`config.mk`:
```
export PLATFORM = sky130hd
export DESIGN_NAME = sumador_secuencial
export DESIGN_NICKNAME = d
export VERILOG_FILES = /design/src/rtl/sumador_secuencial_pkg.sv /design/src/rtl/sumador_secuencial_adder4B.sv /design/src/rtl/sumador_secuencial.sv
export SDC_FILE = /design/constraint.sdc
export NUM_CORES = 1
export LEC_CHECK = 0
export CAP_MARGIN = 5
export CORE_UTILIZATION = 25
export CTS_CLUSTER_DIAMETER = 150
export DETAILED_ROUTE_END_ITERATION = 8
export SYNTH_ARGS = -nofsm -noshare
export SYNTH_HDL_FRONTEND = slang
export SYNTH_HIERARCHICAL = 1
export SYNTH_SLANG_ARGS = --single-unit
```
`constraint.sdc`:
```
create_clock -name clk -period 4 [get_ports clk]
set_input_delay 0.8 -clock clk [delete_from_list [all_inputs] [get_ports clk]]
set_output_delay 0.8 -clock clk [all_outputs]
set_load 0.01 [all_outputs]
```
`src/rtl/sumador_secuencial_pkg.sv`:
```
// Shared definitions for the multi-cycle nibble-serial arithmetic blocks.
// Holds the controller state type, the slice width and the index-width helper.
package sumador_secuencial_pkg;

  localparam int NIBBLE_W = 4;

  typedef enum logic [1:0] {
    IDLE    = 2'd0,
    SUMANDO = 2'd1,
    HECHO   = 2'd2
  } estado_t;

  // Width of a counter that walks 0..n-1; never narrower than one bit.
  function automatic int idx_width(input int n);
    return (n <= 2) ? 1 : $clog2(n);
  endfunction

endpackage

```
`src/rtl/sumador_secuencial_adder4B.sv`:
```
// 4-bit ripple-carry adder slice: four chained full adders.
module adder4B (
  input  logic [3:0] a_i,
  input  logic [3:0] b_i,
  input  logic       cin_i,
  output logic [3:0] s_o,
  output logic       cout_o
);

  logic [4:0] c;

  assign c[0] = cin_i;

  for (genvar gi = 0; gi < 4; gi++) begin : g_fa
    assign s_o[gi]  = a_i[gi] ^ b_i[gi] ^ c[gi];
    assign c[gi+1]  = (a_i[gi] & b_i[gi]) | (c[gi] & (a_i[gi] ^ b_i[gi]));
  end

  assign cout_o = c[4];

endmodule

```
`src/rtl/sumador_secuencial.sv`:
```
// Wide adder that processes one nibble per clock through a single 4-bit slice,
// chaining the carry between cycles and publishing the full result at the end.
module sumador_secuencial
  import sumador_secuencial_pkg::*;
#(
  parameter int NIBBLES = 4
) (
  input  logic                        clk,
  input  logic                        rst,
  input  logic                        inicio,
  input  logic [NIBBLE_W*NIBBLES-1:0] a,
  input  logic [NIBBLE_W*NIBBLES-1:0] b,
  input  logic                        entAcarreo,
  output logic                        ocupado,
  output logic                        listo,
  output logic [NIBBLE_W*NIBBLES-1:0] suma,
  output logic                        salAcarreo,
  output logic                        desbordamiento
);

  localparam int W  = NIBBLE_W * NIBBLES;
  localparam int IW = idx_width(NIBBLES);
  localparam logic [IW-1:0] IDX_LAST = IW'(NIBBLES - 1);

  estado_t       estado_q, estado_d;
  logic [IW-1:0] idx_q, idx_d;
  logic [W-1:0]  a_q, a_d;
  logic [W-1:0]  b_q, b_d;
  logic          carry_q, carry_d;
  logic [W-1:0]  acc_q, acc_d;
  logic [W-1:0]  suma_q, suma_d;
  logic          cout_q, cout_d;
  logic          ovf_q, ovf_d;

  logic [NIBBLE_W-1:0] a_nib [NIBBLES];
  logic [NIBBLE_W-1:0] b_nib [NIBBLES];
  logic [NIBBLE_W-1:0] a_sel, b_sel, slice_sum;
  logic                slice_cout;
  logic [W-1:0]        acc_wr;

  // Split the latched operands into nibbles and build the accumulator with
  // the current slice result dropped into position idx.
  for (genvar gi = 0; gi < NIBBLES; gi++) begin : g_nib
    assign a_nib[gi] = a_q[gi*NIBBLE_W +: NIBBLE_W];
    assign b_nib[gi] = b_q[gi*NIBBLE_W +: NIBBLE_W];
    assign acc_wr[gi*NIBBLE_W +: NIBBLE_W] =
      (idx_q == IW'(gi)) ? slice_sum : acc_q[gi*NIBBLE_W +: NIBBLE_W];
  end

  assign a_sel = a_nib[idx_q];
  assign b_sel = b_nib[idx_q];

  adder4B u_slice (
    .a_i    (a_sel),
    .b_i    (b_sel),
    .cin_i  (carry_q),
    .s_o    (slice_sum),
    .cout_o (slice_cout)
  );

  always_comb begin
    estado_d = estado_q;
    idx_d    = idx_q;
    a_d      = a_q;
    b_d      = b_q;
    carry_d  = carry_q;
    acc_d    = acc_q;
    suma_d   = suma_q;
    cout_d   = cout_q;
    ovf_d    = ovf_q;
    case (estado_q)
      IDLE: begin
        if (inicio) begin
          a_d      = a;
          b_d      = b;
          carry_d  = entAcarreo;
          idx_d    = '0;
          estado_d = SUMANDO;
        end
      end
      SUMANDO: begin
        acc_d   = acc_wr;
        carry_d = slice_cout;
        if (idx_q == IDX_LAST) begin
          // Result registers only ever see the completed accumulator.
          idx_d    = '0;
          suma_d   = acc_wr;
          cout_d   = slice_cout;
          ovf_d    = (a_q[W-1] == b_q[W-1]) && (acc_wr[W-1] != a_q[W-1]);
          estado_d = HECHO;
        end else begin
          idx_d = idx_q + IW'(1);
        end
      end
      HECHO:   estado_d = IDLE;
      default: estado_d = IDLE;
    endcase
  end

  always_ff @(posedge clk) begin
    if (rst) begin
      estado_q <= IDLE;
      idx_q    <= '0;
      a_q      <= '0;
      b_q      <= '0;
      carry_q  <= 1'b0;
      acc_q    <= '0;
      suma_q   <= '0;
      cout_q   <= 1'b0;
      ovf_q    <= 1'b0;
    end else begin
      estado_q <= estado_d;
      idx_q    <= idx_d;
      a_q      <= a_d;
      b_q      <= b_d;
      carry_q  <= carry_d;
      acc_q    <= acc_d;
      suma_q   <= suma_d;
      cout_q   <= cout_d;
      ovf_q    <= ovf_d;
    end
  end

  assign ocupado        = (estado_q != IDLE);
  assign listo          = (estado_q == HECHO);
  assign suma           = suma_q;
  assign salAcarreo     = cout_q;
  assign desbordamiento = ovf_q;

endmodule

```
# --- After elaboration in Yosys (flattened, before gate mapping) ---
# Index checks and enable logic that the tools add are counted.
word_totals:
  reg_bits: 71
  inputBits: 36
  output_inout_bits: 20
  elab_cells: 68
op_classes:
  addsub: 1
  order_cmp: 1
  n_eq_ne: 9
  mux: 18
  bitwise_logic: 21
  reduce_logical: 9
op_table:
  columns: ["cell", "count"]
  rows:
  - ["4-bit 2-to-1 mux", 8]
  - ["4-bit binary-select mux with 2-bit select", 2]
  - ["1-bit bitwise AND", 8]
  - ["2-bit 2-to-1 mux", 4]
  - ["2-bit case mux with 2 select lines", 2]
  - ["2-bit AND reduction", 4]
  - ["1-bit XOR", 8]
  - ["2-bit equality test, second input constant", 3]
  - ["2-bit by 1-bit equality test with 1-bit output, second input constant", 2]
  - ["2-bit logical NOT", 2]
  - ["2-bit != test, second input constant", 2]
  - ["1-bit bitwise OR", 4]
  - ["2-bit nonzero test", 2]
  - ["3-bit greater-or-equal comparator, second input constant", 1]
  - ["2-bit NOT with 3-bit output", 1]
  - ["2-bit by 1-bit adder with 2-bit output, second input constant", 1]
  - ["1-bit case mux with 2 select lines", 1]
  - ["1-bit equality test", 1]
  - ["1-bit logical AND", 1]
  - ["1-bit 2-to-1 mux", 1]
  - ["1-bit != test", 1]

# --- Longest topological paths before layout ---
# Gate-level depths: netlist (run 1).
logic_depth:
  depth_word: 15
  mapped_depth: 13
  mapped_depth_nobuf: 11

# --- By module ---
# Netlist (run 1), hierarchy kept.
by_module_without_submodules:
  columns: ["module", "n_inst", "cells_each", "area_per_inst_um2", "seq_area_each_um2"]
  rows:
  - ["sumador_secuencial", 1, 308, 2960.3, 1341.3]
  - ["adder4B", 1, 14, 117.6, 0.0]

# --- Least setup slack after synthesis (run 1) ---
# OpenSTA, ideal clock, no wires.
synth_timing:
  path_type: "register to register"
  from: "register idx_q[0]"
  to: "register suma_q[3], in the netlist suma[3]"
  setup_time_ns: 0.081
  arrival_time_ns: 3.255
  required_ns: 3.919
  slack_ns: 0.663
  path_stages_with_launch: 14
  path_buffers: 2
  synth_period_minus_slack_ns: 3.337
  cell_sequence: "dfxtp_1 -> buf_2 -> mux4_2 -> fa_1 -> inv_1 -> fa_1 -> inv_1 -> fa_1 -> inv_1 -> fa_1 -> inv_1 -> clkbuf_1 -> mux2i_1 -> a211oi_2"
synth_between:
  elab_chain_cells: 13
  elab_cells_between_ends: 25
  cone_classes: "1 x eq/ne; 7 x mux; 15 x bitwise; 2 x reduce/logical"
synth_rtl:
  columns: ["item", "line_no", "rtl"]
  rows:
  - ["start: declaration", "sumador_secuencial.sv:26", "logic [IW-1:0] idx_q, idx_d;"]
  - ["start signal: assignment", "sumador_secuencial.sv:113", "idx_q <= idx_d;"]
  - ["2-bit NOT with 3-bit output (not written as such) *", "sumador_secuencial.sv:50", "assign a_sel = a_nib[idx_q];"]
  - ["4-bit binary-select mux with 2-bit select *", "sumador_secuencial.sv:50", null]
  - ["4-bit 2-to-1 mux (not written as such) * (2 in a row)", "sumador_secuencial.sv:50", null]
  - ["net a_sel[0]", "sumador_secuencial.sv:37", "logic [NIBBLE_W-1:0] a_sel, b_sel, slice_sum;"]
  - ["1-bit XOR", "sumador_secuencial_adder4B.sv:16", "assign c[gi+1] = (a_i[gi] & b_i[gi]) | (c[gi] & (a_i[gi] ^ b_i[gi]));"]
  - ["1-bit bitwise AND", "sumador_secuencial_adder4B.sv:16", null]
  - ["1-bit bitwise OR *", "sumador_secuencial_adder4B.sv:16", null]
  - ["1-bit bitwise AND *", "sumador_secuencial_adder4B.sv:16", null]
  - ["1-bit bitwise OR *", "sumador_secuencial_adder4B.sv:16", null]
  - ["1-bit bitwise AND *", "sumador_secuencial_adder4B.sv:16", null]
  - ["1-bit bitwise OR *", "sumador_secuencial_adder4B.sv:16", null]
  - ["1-bit XOR *", "sumador_secuencial_adder4B.sv:15", "assign s_o[gi] = a_i[gi] ^ b_i[gi] ^ c[gi];"]
  - ["net slice_sum[3]", "sumador_secuencial.sv:37", null]
  - ["4-bit 2-to-1 mux *", "sumador_secuencial.sv:47", "(idx_q == IW'(gi)) ? slice_sum : acc_q[gi*NIBBLE_W +: NIBBLE_W];"]
  - ["end signal: assignment", "sumador_secuencial.sv:118", "suma_q <= suma_d;"]
  - ["end: declaration", "sumador_secuencial.sv:31", "logic [W-1:0] suma_q, suma_d;"]
# Mark *: on every way through the listed nets, which the timed path passes. The rest lies on a longest branch. The select of a mux whose other input is x is not followed.
# A chain may end at the register's enable or synchronous reset.

# --- Worst setup path in the final report (run 1) ---
layout_timing:
  from: "register idx_q[0]"
  to: "register suma_q[7], in the netlist suma[7]"
# Same word-level chain as after synthesis.

==> impl_metrics.tcl, run 1 <==
set metrics [dict create \
    root_buffer "clkbuf_16" \
    place_area_um2 3670 \
    slowest_stage "mux4_2" \
    ff2ff_setup_slack_ps 700 \
    final_cell_area_um2 3970 \
    hold_violations 0 \
    grt_pass1_vias 2227 \
    place.gp.congestion 0.766 \
    numCtsBuffers 9 \
    critPathKind "flip-flop to flip-flop" \
    clk_pin_slew_ps 50 \
    path_max_fanout 9 \
    antennaDiodeCount 0 \
    synth_fp_nets 366 \
    crit_start "idx_q[0]" \
    ys_warn_count 6 \
    critPathArrivalTime_ps 3540 \
    fp.dieW_um 113 \
    row_count 40 \
    nNetsFinal 409 \
    worst_pin_slew_ps 1220 \
    outcome "complete, no violations" \
    leakagePower_nw 1.46 \
    crit_path_end_kind "flip-flop" \
    totalWireLength_um 6730 \
    synthToLayoutAreaGrowth_pct 28.9 \
    synth_cells 322 \
    r2r_cells 11 \
    die_area_um2 12800 \
    startpoint_type "flip-flop" \
    wl_per_cell_um 13.0 \
    slew_violations 0 \
    io_buffers 55 \
    path_cells "mux4_2 -> fa_1 -> inv_1 -> fa_1 -> inv_1 -> fa_1 -> inv_1 -> fa_1 -> inv_1 -> mux2i_1 -> a211oi_2" \
    timing.rr.start "idx_q[0]" \
    grt_pass1_wl_um 10900 \
    io-pin-count 56 \
    ir_drop_mv 0.221 \
    initialDrtViolationCount 85 \
    layout_commonest_cell "dfxtp_1" \
    insertion_delay_ps 330 \
    vias 2298 \
    hold_ws_ps 456 \
    timing.setup.tns_ps 0 \
    pwr-share-seq 0.426 \
    switching_share 0.238 \
    synth.distinct_cells 29 \
    syn_area_um2 3080 \
    maxCapViolCount 0 \
    fmax_mhz 303 \
    slew-limit-headroom 0.185 \
    cp.required_ps 4240 \
    slowest_delay_ps 570 \
    hpwl_um 4790 \
    period_needed_ps 3300 \
    cts_setup_buffers 0 \
    hp-class "flip-flop to flip-flop" \
    routed_via_density 4.44 \
    clock_sink_count 67 \
    detail-route-antenna-nets 0 \
    drt-pass1-iter-count 4 \
    seq_area_frac_synth 0.436 \
    drc 0 \
    start_util 0.256 \
    p_int_w 0.00128 \
    crit_path_end "suma[7]" \
    clockBufferDepth 2 \
    final_cell_mix "dfxtp_1 (67), nand2_1 (64), clkdlybuf4s50_1 (54), nor2_1 (31), a21oi_1 (29)" \
    postSynthAreaPerCell_um2 9.56 \
    dp.cells 501 \
    cts_tree "built" \
    grt_max_degree 50 \
    drive_above_1_share 0.173 \
    n_fill_cell 1255 \
    grt_usage 0.111 \
    rsz0062_at_grt "no" \
    setup_violations 0 \
    synthFlopType "dfxtp_1" \
    htreeDepth 3 \
    clkPwrFrac 0.465 \
    fin_worst_skew_ps 8.09 \
    chipHeight_um 113 \
    power_frac_comb 0.109 \
    antenna_found_initial 0 \
    p_sw_w 0.000400 \
    grt_overflow 0 \
    synth_edf_count 0 \
    timing.rr.end "suma[7]" \
    min_period_over_period 0.824 \
    synthArstFlopShare 0 \
    postCtsHoldBufs 0 \
    cts_resized 0 \
    yosys_register_bits 67 \
    core_area_um2 12000 \
    p_per_area_nw_per_um2 423 \
    layout.cells.non_filler 517 \
]
stage by stage:
stage	setup slack (ps)	total power, W	utilization
2_1_floorplan	663	0.000851	-
3_3_place_gp	776	0.000911	0.306
3_5_place_dp	686	0.000914	0.306
4_1_cts	667	0.00170	0.330
5_1_grt	459	0.00175	0.330
6_report	703	0.00168	0.330
sequential cells by signal, summed over array words and instances, names as in the netlist:
| register | flops |
|---|---|
| a_q | 16 |
| acc_q | 12 |
| b_q | 16 |
| carry_q | 1 |
| desbordamiento | 1 |
| estado_q | 2 |
| idx_q | 2 |
| salAcarreo | 1 |
| suma | 16 |
worst max-delay path, delay by kind of cell (launching register included):
kind,cells,cell delay [ps]
flops,1,520
mux,2,700
buf+inv,4,420
fa+ha+maj,4,1340
compound gates,1,230
synthesized netlist by cell type, types with 4 or more instances:
cell      number  area share
buf_4          7       0.017
clkbuf_1       9       0.011
ha_1           4       0.016
dfxtp_1       67        0.44
a211oi_2      13       0.053
fa_1           4       0.026
nand2_2       10       0.020
nand2_1       64       0.078
nor2_1        31       0.038
mux2i_1       26       0.085
inv_1         15       0.018
buf_2          4      0.0065
a21oi_2        9       0.026
mux4_2         8       0.059
a21oi_1       29       0.047
kinds of logic (layout without fill, tap and decap cells):
group | Yosys count | after routing | synth area share
compound gates | 55 | 55 | 0.137
simple gates | 116 | 116 | 0.170
flops | 67 | 67 | 0.436
fa+ha+maj | 8 | 8 | 0.0423
mux | 34 | 34 | 0.143
buf+inv | 42 | 90 | 0.0724
worst min path at each step:
stage	startpoint	end	cells past startpoint
floorplan	a_q[10]	a_q[10]	2
global placement	suma[13]	suma[13]	2
detailed placement	a_q[12]	a_q[12]	2
CTS	a_q[12]	a_q[12]	2
global route	a_q[13]	a_q[13]	2
finish	a_q[12]	a_q[12]	2
power groups by stage:
stage | clock [W] | sequential [W] | combinational (W)
2_1_floorplan | 0 | 0.000719 | 0.000132
3_3_place_gp | 0 | 0.000729 | 0.000182
3_5_place_dp | 0 | 0.000729 | 0.000185
4_1_cts | 0.000799 | 0.000715 | 0.000186
5_1_grt | 0.000830 | 0.000717 | 0.000202
6_report | 0.000781 | 0.000715 | 0.000183
layer usage:
metal,vias to the layer above,part of all wire,wire (um),global-route usage
met5,-,0,0,0
met4,0,0.0095,64,0.0368
met3,8,0.052,350,0.0370
met2,51,0.48,3210,0.178
met1,1083,0.46,3110,0.140
li1,1156,-,-,-
area by class of cell:
cell class	count	area, um^2	share of cell area
multi-input cells	213	1510	0.382
flip-flops and latches	67	1340	0.338
repair buffers	59	576	0.145
clock buffers	12	246	0.0621
well taps	147	184	0.0464
inverters	15	56.3	0.0142
clock inverters	4	50.0	0.0126
Note: power is estimated with default switching activity, not from simulation.
==> inputs of run 2 (changes only) <==
- clock period: 4 -> 3 ns (I/O delays scaled with it)
==> impl_metrics.tcl, run 2 (same netlist as run 1, synthesis figures left out) <==
set metrics [dict create \
    outcome "complete, no violations" \
    totalWireLength_um 6790 \
    ff2ff_setup_slack_ps 120 \
    pwr-share-seq 0.431 \
    drt-met1-wl_um 3260 \
    grt_usage 0.115 \
    maxCapViolCount 0 \
    drt-pass1-iter-count 4 \
    drive_above_1_share 0.212 \
    n_fill_cell 1240 \
    hp-class "flip-flop to flip-flop" \
    path_max_fanout 5 \
    nNetsFinal 418 \
    hold_ws_ps 448 \
    wl_met3_um 279 \
    ir_drop_mv 0.325 \
    antenna_found_initial 0 \
    wl_per_cell_um 12.9 \
    clock_sink_count 67 \
    clk_pin_slew_ps 50 \
    row_count 40 \
    final_cell_mix "dfxtp_1 (66), nand2_1 (64), clkdlybuf4s50_1 (54), nor2_1 (31), a21oi_1 (28)" \
    cp.required_ps 3270 \
    switching_share 0.236 \
    multi_input_area_um2 1530 \
    whs_path_depth 2 \
    highest_layer "met4" \
    register_area_um2 1350 \
    io-pin-count 56 \
    wl_met2_um 3110 \
    routed_via_density 4.42 \
    p_per_area_nw_per_um2 542 \
    p_int_w 0.00168 \
    chipHeight_um 113 \
    cts_tree "built" \
    synthToLayoutAreaGrowth_pct 32.0 \
    worst_pin_slew_ps 669 \
    layout_commonest_cell "dfxtp_1" \
    fin_worst_skew_ps 4.70 \
    grt_overflow 0 \
    start_util 0.256 \
    vias 2318 \
    power_frac_comb 0.126 \
    htreeDepth 3 \
    root_buffer "clkbuf_16" \
    grt_pass1_vias 2299 \
    numCtsBuffers 9 \
    hold_violations 0 \
    grt_pass1_wl_um 11300 \
    drc 0 \
    initialDrtViolationCount 109 \
    hpwl_um 4860 \
    rsz0062_at_grt "yes" \
    min_period_over_period 0.960 \
    place_area_um2 3740 \
    critPathArrivalTime_ps 3150 \
    setup_violations 0 \
    period_needed_ps 2880 \
    fmax_mhz 347 \
    clockBufferDepth 2 \
    core_area_um2 12000 \
    grt_max_degree 38 \
    startpoint_type "flip-flop" \
    r2r_cells 12 \
    postCtsHoldBufs 0 \
    p_sw_w 0.000520 \
    antennaDiodeCount 0 \
    die_area_um2 12800 \
    critPathKind "flip-flop to flip-flop" \
    fp.dieW_um 113 \
    detail-route-antenna-nets 0 \
    place.gp.congestion 0.746 \
    final_cell_area_um2 4060 \
    insertion_delay_ps 330 \
    clkPwrFrac 0.442 \
    leakagePower_nw 1.51 \
    slew-limit-headroom 0.554 \
    io_buffers 55 \
    slew_violations 0 \
    crit_path_end_kind "flip-flop" \
]
-- run 2: cell types whose count changed in the layout (fill, tap and decap cells not counted), moves of 2 or more --
cell	change
buf_12	+2
buf_4	+6
clkbuf_8	+2
fa_1	-3
fa_2	+3
inv_1	-2
-- run 2: layout make-up --
class | instances | share of cell area
Clock buffer | 13 | 0.0665
Inverter | 15 | 0.0145
Sequential cell | 67 | 0.331
Clock inverter | 2 | 0.00246
Multi-Input combinational cell | 213 | 0.376
Tap cell | 147 | 0.0453
Timing Repair Buffer | 67 | 0.163
Timing Repair inverter | 1 | 0.00185
-- run 2: per-layer routing --
layer,vias to the layer above,track usage
li1,1173,-
met1,1086,0.147
met2,45,0.178
met3,14,0.0343
met4,0,0.0509
met5,-,0
-- run 2: critical path: stages (launching register included) --
cell     delay (ps)
dfxtp_4         370
mux4_2          530
fa_2            360
inv_1            70
fa_1            160
inv_1            50
fa_2            330
inv_2            70
fa_2            480
inv_4           110
buf_4           100
nand2_1          60
a21oi_2         140
-- run 2: worst paths after layout --
kind,start,end
hold / removal,a_q[11],a_q[11]
setup reg to reg,idx_q[0],suma[15]
setup / recovery,idx_q[0],suma[15]
hold reg to reg,a_q[11],a_q[11]
-- run 2: repair_timing --
item,CTS,global route
gates resized for setup,1,7
setup buffers,0,3
pin swaps,0,5
endpoints found under the setup margin,4,6
cloned,0,1
-- run 2: power groups by stage --
stage | sequential [W] | combinational [W] | clock (W)
after floorplan | 0.000959 | 0.000182 | 0
after detailed placement | 0.000969 | 0.000260 | 0
final | 0.000950 | 0.000279 | 0.000975
after CTS | 0.000950 | 0.000262 | 0.00100
after global routing | 0.000954 | 0.000304 | 0.00105
after global placement | 0.000968 | 0.000258 | 0
-- run 2: metrics by stage --
step	utilization	setup WS, ps	instances	total power, W	TNS, ps
floorplan	-	15.5	322	0.00114	0
global placement	0.311	27.8	506	0.00123	0
detailed placement	0.311	-38.8	506	0.00123	-141
CTS	0.334	35.5	521	0.00221	0
global route	0.338	-42.4	525	0.00231	-80.1
finish	0.338	119	525	0.00220	0
